**src/rtl/dfr_input_scheduler_if.sv**
```systemverilog
// Sample-in / node-state-out stream bundle for the reservoir input scheduler.
// The master modport is the scheduler side; slave is the source/sink side.
interface dfr_input_scheduler_if #(
    parameter int DATA_WIDTH = 32,
    parameter int IDX_W      = 4
);
    logic                  s_valid;
    logic                  s_ready;
    logic [DATA_WIDTH-1:0] s_data;
    logic                  m_valid;
    logic                  m_ready;
    logic [DATA_WIDTH-1:0] m_data;
    logic [IDX_W-1:0]      m_index;
    logic                  m_last;

    modport master (
        input  s_valid, s_data, m_ready,
        output s_ready, m_valid, m_data, m_index, m_last
    );

    modport slave (
        output s_valid, s_data, m_ready,
        input  s_ready, m_valid, m_data, m_index, m_last
    );
endinterface

```
**src/rtl/dfr_input_scheduler.sv**
```systemverilog
// Delayed-feedback reservoir input scheduler: masks one sample per virtual node,
// drives the reservoir advance/clear and captures tail-node states as a stream.
module dfr_input_scheduler #(
    parameter int VIRTUAL_NODES = 10,
    parameter int DATA_WIDTH    = 32,
    parameter int FRAC_BITS     = 16,
    parameter int IDX_W         = $clog2(VIRTUAL_NODES)
) (
    input  logic                  clk,
    input  logic                  rst,
    input  logic                  clear,
    input  logic                  mask_wr_en,
    input  logic [IDX_W-1:0]      mask_wr_addr,
    input  logic [DATA_WIDTH-1:0] mask_wr_data,
    output logic [DATA_WIDTH-1:0] res_din,
    output logic                  res_en,
    output logic                  res_clr,
    input  logic [DATA_WIDTH-1:0] res_dout,
    output logic                  busy,
    dfr_input_scheduler_if.master bus
);
    typedef enum logic [1:0] {IDLE, CLEAR, INJECT} state_t;

    localparam logic [IDX_W-1:0] LAST_K = IDX_W'(VIRTUAL_NODES - 1);

    state_t                        state;
    logic [IDX_W-1:0]              k;
    logic signed [DATA_WIDTH-1:0]  sample;
    logic signed [DATA_WIDTH-1:0]  mask [VIRTUAL_NODES];

    logic signed [2*DATA_WIDTH-1:0] prod;
    logic signed [2*DATA_WIDTH-1:0] shifted;
    logic [DATA_WIDTH-1:0]          inj;

    assign prod    = sample * mask[k];
    assign shifted = prod >>> FRAC_BITS;

    // Result fits when the bits above the target sign bit are a pure sign extension.
    always_comb begin
        inj = shifted[DATA_WIDTH-1:0];
        if (!((&shifted[2*DATA_WIDTH-1:DATA_WIDTH-1]) || !(|shifted[2*DATA_WIDTH-1:DATA_WIDTH-1])))
            inj = shifted[2*DATA_WIDTH-1] ? {1'b1, {(DATA_WIDTH-1){1'b0}}}
                                          : {1'b0, {(DATA_WIDTH-1){1'b1}}};
    end

    assign res_en  = (state == INJECT) && (!bus.m_valid || bus.m_ready);
    assign res_din = (state == INJECT) ? inj : '0;

    always_ff @(posedge clk) begin
        if (!rst) begin
            state       <= IDLE;
            k           <= '0;
            sample      <= '0;
            for (int i = 0; i < VIRTUAL_NODES; i++) mask[i] <= '0;
            bus.s_ready <= 1'b1;
            busy        <= 1'b0;
            res_clr     <= 1'b0;
            bus.m_valid <= 1'b0;
            bus.m_data  <= '0;
            bus.m_index <= '0;
            bus.m_last  <= 1'b0;
        end else begin
            res_clr <= 1'b0;

            // Mask is frozen while a sample is in flight.
            if (state == IDLE && mask_wr_en && mask_wr_addr <= LAST_K)
                mask[mask_wr_addr] <= mask_wr_data;

            case (state)
                IDLE: begin
                    if (clear) begin
                        state       <= CLEAR;
                        res_clr     <= 1'b1;
                        bus.s_ready <= 1'b0;
                        busy        <= 1'b1;
                    end else if (bus.s_valid) begin
                        state       <= INJECT;
                        sample      <= bus.s_data;
                        k           <= '0;
                        bus.s_ready <= 1'b0;
                        busy        <= 1'b1;
                    end
                end
                CLEAR: begin
                    state       <= IDLE;
                    bus.s_ready <= 1'b1;
                    busy        <= 1'b0;
                end
                INJECT: begin
                    if (res_en) begin
                        k <= k + 1'b1;
                        if (k == LAST_K) begin
                            state       <= IDLE;
                            k           <= '0;
                            bus.s_ready <= 1'b1;
                            busy        <= 1'b0;
                        end
                    end
                end
                default: begin
                    state       <= IDLE;
                    bus.s_ready <= 1'b1;
                    busy        <= 1'b0;
                end
            endcase

            if (res_en) begin
                bus.m_valid <= 1'b1;
                bus.m_data  <= res_dout;
                bus.m_index <= k;
                bus.m_last  <= (k == LAST_K);
            end else if (bus.m_valid && bus.m_ready) begin
                bus.m_valid <= 1'b0;
            end
        end
    end
endmodule

```
**src/flat_wrapper.sv**
```systemverilog
// flat-port wrapper written by rule: the top's interface ports become plain ports
module dfr_input_scheduler_flat 
#(
    parameter int VIRTUAL_NODES = 10,
    parameter int DATA_WIDTH    = 32,
    parameter int FRAC_BITS     = 16,
    parameter int IDX_W         = $clog2(VIRTUAL_NODES)
)
  (clk, rst, clear, mask_wr_en, mask_wr_addr, mask_wr_data, res_din, res_en, res_clr, res_dout, busy, bus_s_valid, bus_s_data, bus_m_ready, bus_s_ready, bus_m_valid, bus_m_data, bus_m_index, bus_m_last);
  dfr_input_scheduler_if #(.DATA_WIDTH(DATA_WIDTH), .IDX_W(IDX_W)) bus_i ();
  input  logic clk;
  input  logic rst;
  input  logic clear;
  input  logic mask_wr_en;
  input  logic [IDX_W-1:0] mask_wr_addr;
  input  logic [DATA_WIDTH-1:0] mask_wr_data;
  output logic [DATA_WIDTH-1:0] res_din;
  output logic res_en;
  output logic res_clr;
  input  logic [DATA_WIDTH-1:0] res_dout;
  output logic busy;
  input wire logic [$bits(bus_i.s_valid)-1:0] bus_s_valid;
  input wire logic [$bits(bus_i.s_data)-1:0] bus_s_data;
  input wire logic [$bits(bus_i.m_ready)-1:0] bus_m_ready;
  output wire logic [$bits(bus_i.s_ready)-1:0] bus_s_ready;
  output wire logic [$bits(bus_i.m_valid)-1:0] bus_m_valid;
  output wire logic [$bits(bus_i.m_data)-1:0] bus_m_data;
  output wire logic [$bits(bus_i.m_index)-1:0] bus_m_index;
  output wire logic [$bits(bus_i.m_last)-1:0] bus_m_last;
  assign bus_i.s_valid = bus_s_valid;
  assign bus_i.s_data = bus_s_data;
  assign bus_i.m_ready = bus_m_ready;
  assign bus_s_ready = bus_i.s_ready;
  assign bus_m_valid = bus_i.m_valid;
  assign bus_m_data = bus_i.m_data;
  assign bus_m_index = bus_i.m_index;
  assign bus_m_last = bus_i.m_last;
  dfr_input_scheduler #(.VIRTUAL_NODES(VIRTUAL_NODES), .DATA_WIDTH(DATA_WIDTH), .FRAC_BITS(FRAC_BITS), .IDX_W(IDX_W)) u_core (.clk(clk), .rst(rst), .clear(clear), .mask_wr_en(mask_wr_en), .mask_wr_addr(mask_wr_addr), .mask_wr_data(mask_wr_data), .res_din(res_din), .res_en(res_en), .res_clr(res_clr), .res_dout(res_dout), .busy(busy), .bus(bus_i));
endmodule
```
**config.mk**
```make
export PLATFORM = sky130hd
export DESIGN_NAME = dfr_input_scheduler_flat
export DESIGN_NICKNAME = d
export VERILOG_FILES = /design/src/rtl/dfr_input_scheduler_if.sv /design/src/rtl/dfr_input_scheduler.sv /design/src/flat_wrapper.sv
export SDC_FILE = /design/constraint.sdc
export NUM_CORES = 2
export LEC_CHECK = 0
export ABC_AREA = 1
export CAP_MARGIN = 20
export CORE_ASPECT_RATIO = 0.6
export CORE_UTILIZATION = 45
export DETAILED_ROUTE_END_ITERATION = 16
export GPL_TIMING_DRIVEN = 0
export PLACE_DENSITY = 0.72
export SKIP_LAST_GASP = 1
export SLEW_MARGIN = 20
export SYNTH_ARGS = -nofsm -noshare
export SYNTH_HDL_FRONTEND = slang
export SYNTH_SLANG_ARGS = --single-unit
```
**constraint.sdc**
```tcl
create_clock -name clk -period 18.3 [get_ports clk]
set_input_delay 3.66 -clock clk [delete_from_list [all_inputs] [get_ports clk]]
set_output_delay 3.66 -clock clk [all_outputs]
set_load 0.05 [all_outputs]
```
# == Word-level counts from Yosys, hierarchy flattened ==
# Memory sizes are Yosys's and may differ from the RTL's. A register that Yosys moved wholly into a read port is not among the register bits.
# Index checks and enable logic that the tools add are counted.
# totals
regBits,79
latchBits,0
ramBits,320
romBits,0
in_bits,106
elab_cells,75
memories,1
# memory_table
name,depth,width,rd,rd_ports_with_merged_regs,wr,line,source
u_core.mask,10,32,1,1,10,dfr_input_scheduler.sv:29,logic signed [DATA_WIDTH-1:0] mask [VIRTUAL_NODES];
# classes
add_sub_neg,1
multipliers,1
div,0
order_cmp,1
n_eq_ne,7
n_shift,0
muxes,35
bitwise_logic,1
n_reduce_logical,18
# op_table
operator,count
$mux W32,4
$mul A32 B32 Y64,1
$reduce_or A32 Y1,1
$mux W4,7
$reduce_and A17 Y1,1
$reduce_or A17 Y1,1
$mux W1,16
$mux W2,4
$ne A2 B2 Y1 const B,4
$pmux W4 S2,1
$reduce_and A3 Y1,2
$add A4 B1 Y4 const B,1
$eq A4 B4 Y1 const B,1
$le A4 B4 Y1 const B,1
$logic_and A1 B1 Y1,4
$pmux W1 S2,2
$pmux W2 S2,1
$reduce_and A4 Y1,1
$reduce_bool A2 Y1,2
$ne A3 B3 Y1 const B,1
$eq A2 B2 Y1 const B,1
$logic_not A1 Y1,2
$logic_not A2 Y1,1
$logic_or A1 B1 Y1,2
2 further kinds,2

# == Longest topological paths before layout ==
# depth
ltp_word,8
ltp_mapped,48
depth_no_buf,44

# == Least setup slack after synthesis ==
# Ideal clock, no wire load.
# synth_path
path_kind,register -> output
start,reg with a tool-made name
end,out res_din[10]
t_arrival_ns,9.730
t_required_ns,14.640
setup_slack_ns,4.910
path_stages_with_launch,42
path_buffers,6
cell_sequence,dfxtp_1 -> buf_2 -> clkbuf_1 -> clkbuf_1 -> buf_1 -> o21ai_0 -> o221ai_1 -> nand3_1 -> nand2_1 -> inv_1 -> nor2_1 -> fa_1 -> fa_1 -> fa_1 -> inv_1 -> fa_1 -> inv_1 -> fa_1 -> [... 6 more ...] -> clkbuf_1 -> nand2_1 -> nor2_1 -> inv_1 -> nor4_1 -> inv_1 -> o2111ai_1 -> inv_1 -> nand2_1 -> nand2_1 -> nand2_1 -> nor2_1 -> nand3_1 -> nor2_1 -> nand2_1 -> buf_2 -> a21oi_1 -> nor2_1
# synth_lines
element,line,source
"end, declared",flat_wrapper.sv:17,output logic [DATA_WIDTH-1:0] res_din;

==> impl_metrics.csv <==
group,metric,value,unit
grt,grt_max_degree,26,
sta,fin_crit_sh,0.9814,
synthesis,synth-edff-count,512,
grt,grt_pass1_vias,50390,
sta,slew-limit-headroom,0.1174,
detailed_routing,firstDrtPassIters,8,
synthesis,ys_ff_latch,595,
sta,fmax,0.05568,GHz
detailed_routing,via_count,50530,
clocking,numClockSinks,595,
detailed_routing,viasPerCell,5.760,
final_layout,drive_above_1_share,0.02809,
sta,period_minus_slack,17960,ps
floorplan,initial_core_util,0.4564,
grt,antenna_found_initial,15,
worst_setup_path,startpoint_type,"flop",
detailed_routing,drtIter0Drc,7653,
placement,numPortBuffers,179,
min_path,hp-class,"reg2reg",
sta,worstMarginPinSlew,1324,ps
sta,tns,0,ps
worst_setup_path,path_class,"reg2out",
worst_setup_path,crit_required,14640,ps
worst_setup_path,cp_slowest_cell,"fa_1",
clocking,cts_root_buf,"clkbuf_16",
synthesis,yosysWarnings,0,
detailed_routing,post-route-drc-count,0,
floorplan,die_h,285.7,um
synthesis,syn_area_per_cell,9.317,sq um
detailed_routing,wl,244700,um
synthesis,ys_seq_area_frac,0.2823,
final_layout,n_fill_cell,12350,
final_layout,syn_to_final_growth,11.75,%
grt,grt_pass1_wl,351600,um
worst_setup_path,slowest_delay,1020,ps
sta,report.final.slew_viol_count,0,
synthesis,synth_area,0.06035,sq mm
clocking,cts_buffer_depth,3,
clocking,insertion_delay,680,ps
synthesis,post_synth_num_cell_types,42,
sta,fin_skew,47.11,ps
worst_setup_path,worstSetupEndpointType,"primary output",
synthesis,async_flop_share,0,
detailed_routing,antenna_left,0,
clocking,cts_buffers,56,
floorplan,rows,103,
worst_setup_path,ff2ff_setup_slack,14220,ps
floorplan,pin_count,180,
sta,hold_viol_final,0,
synthesis,synth_cells,6477,
sta,rsz0062_at_grt,"no",
worst_setup_path,cpMostUsedCell,"fa_1",
flow_run,maxCapViolCount,0,
sta,finalSetupViolCount,0,
floorplan,core_area,0.1322,sq mm
worst_setup_path,cp_max_fo,11,
synthesis,ys.flop_type,"edfxtp_1",
clocking,cts_tree,"built",
floorplan,die_w,474.8,um
clocking,htree_num_levels,2,
grt,grt_use_total,0.3656,
placement,place_hpwl,199600,um
grt,grt-ovfl-total,0,
final_layout,nets,8302,
clocking,clk_pin_slew,60,ps
detailed_routing,avgRoutedWirePerCell,27.90,um
status,outcome,"finished clean",
floorplan,die-area,0.1356,sq mm
worst_setup_path,crit_arrival,14300,ps
placement,gp_congestion,1.081,
cells in the mapped netlist (2+ instances only):
master	n	area share
nor3_1	21	0.0017
nand2_2	8	0.00083
a31oi_1	18	0.0019
nand2_1	808	0.050
nand4_1	2	0.00021
o21bai_1	4	0.00050
fa_1	1081	0.36
o21a_1	13	0.0016
buf_1	13	0.00081
and3_1	5	0.00052
buf_6	7	0.0013
clkbuf_1	305	0.019
nand3b_1	2	0.00025
a211oi_1	2	0.00025
o211ai_1	31	0.0039
nand3_1	96	0.0080
edfxtp_1	512	0.25
o22ai_1	31	0.0032
inv_1	1171	0.073
buf_2	9	0.00075
nor4_1	9	0.00093
xnor2_1	20	0.0029
clkinv_1	25	0.0016
nor2_1	1316	0.082
xor2_1	32	0.0046
dfxtp_1	83	0.028
buf_4	3	0.00037
a21oi_1	178	0.015
a21boi_0	2	0.00025
o21ai_0	382	0.032
ha_1	182	0.038
o221ai_1	89	0.013
or2_2	2	0.00021
inv_2	7	0.00044
placed cells by master (no fill, tap or decap), types with 83 or more instances in the layout:
master / instances
conb_1: 192
a21oi_1: 178
dfxtp_1: 83
clkdlybuf4s50_1: 179
o221ai_1: 89
edfxtp_1: 512
inv_1: 1169
o21ai_0: 382
nand2_1: 795
nand3_1: 96
fa_1: 1078
nor2_1: 1315
clkbuf_1: 292
ha_1: 182
routing by layer:
| layer | track usage | part of all wire |
|---|---|---|
| met3 | 0.2350 | 0.21 |
| met2 | 0.4393 | 0.35 |
| met1 | 0.5310 | 0.40 |
| met5 | 0.01215 | 0.0026 |
| met4 | 0.08515 | 0.027 |
metrics by stage:
| stage | setup slack [ps] | utilization | instances | instance area, sq um | hold WS (ps) |
|---|---|---|---|---|---|
| finish | 339.7 | 0.5100 | 8773 | 67440 | 503.4 |
| floorplan | 4910 | - | 6668 | 61060 | 476.7 |
| detailed placement | 526.4 | 0.4942 | 8642 | 65340 | 491.7 |
| global placement | 650.2 | 0.4923 | 8632 | 65090 | 469.5 |
| CTS | 30.55 | 0.5083 | 8745 | 67210 | 501.4 |
| global route | 1.258 | 0.5098 | 8763 | 67410 | 541.8 |
final cells by class:
| type | instances | area (sq um) | area share |
|---|---|---|---|
| inverter | 1203 | 4527 | 0.06713 |
| antenna | 10 | 25.02 | 0.0003711 |
| multi-input combinational | 4533 | 38220 | 0.5667 |
| sequential | 595 | 17040 | 0.2526 |
| tap | 1785 | 2233 | 0.03312 |
| buffer | 335 | 1356 | 0.02011 |
| clock inverter | 38 | 382.9 | 0.005677 |
| clock buffer | 65 | 1476 | 0.02189 |
| timing repair buffer | 209 | 2183 | 0.03238 |
worst paths after layout:
| kind | start | endpoint | cells past startpoint |
|---|---|---|---|
| max reg2reg | u_core.state[0] | u_core.mask[5][22] | 10 |
| min reg2reg | u_core.bus.s_ready | u_core.bus.s_ready | 2 |
| max | flop | res_din[3] | 39 |
| min | u_core.bus.s_ready | u_core.bus.s_ready | 2 |
kinds of logic (layout without fill, tap and decap cells):
logic type / count (synthesis) / count (layout) / synth area share
simple gates: 2271 / 2271 / 0.1451
other cells: 1 / 202 / 0.00006214
xor+xnor: 52 / 52 / 0.007547
flops: 595 / 595 / 0.2823
fa+ha+maj: 1263 / 1263 / 0.3964
buf+inv: 1540 / 1850 / 0.09704
compound gates: 755 / 755 / 0.07164
flip-flops by register name (all words and copies together), names as in the netlist, named ones only:
register	cells
u_core.bus.m_data	32
u_core.bus.m_index	4
u_core.bus.m_last	1
u_core.bus.s_ready	1
u_core.k	4
u_core.res_clr	1
u_core.sample	32
u_core.busy	1
u_core.mask	512
u_core.bus.m_valid	1
u_core.state	2
critical path, delay by kind of cell (launching register included):
| kind | cells | cell delay [ps] |
|---|---|---|
| AO/OA/AOI/OAI | 5 | 990 |
| XOR/XNOR | 1 | 510 |
| adder cells (fa/ha/maj) | 9 | 5790 |
| buffers and inverters | 11 | 3770 |
| flip-flops | 1 | 310 |
| AND/OR/NAND/NOR | 13 | 2210 |
what timing repair did:
action,CTS,global route
setup endpoints to repair,30,31
pin swaps,0,0
setup buffers,0,16
hold buffers,0,0
gates resized for setup,4,26
hold endpoints to repair,0,0
Power is not shown: default switching activity piles up to over one toggle a cycle in this logic, so the estimate is an artifact.
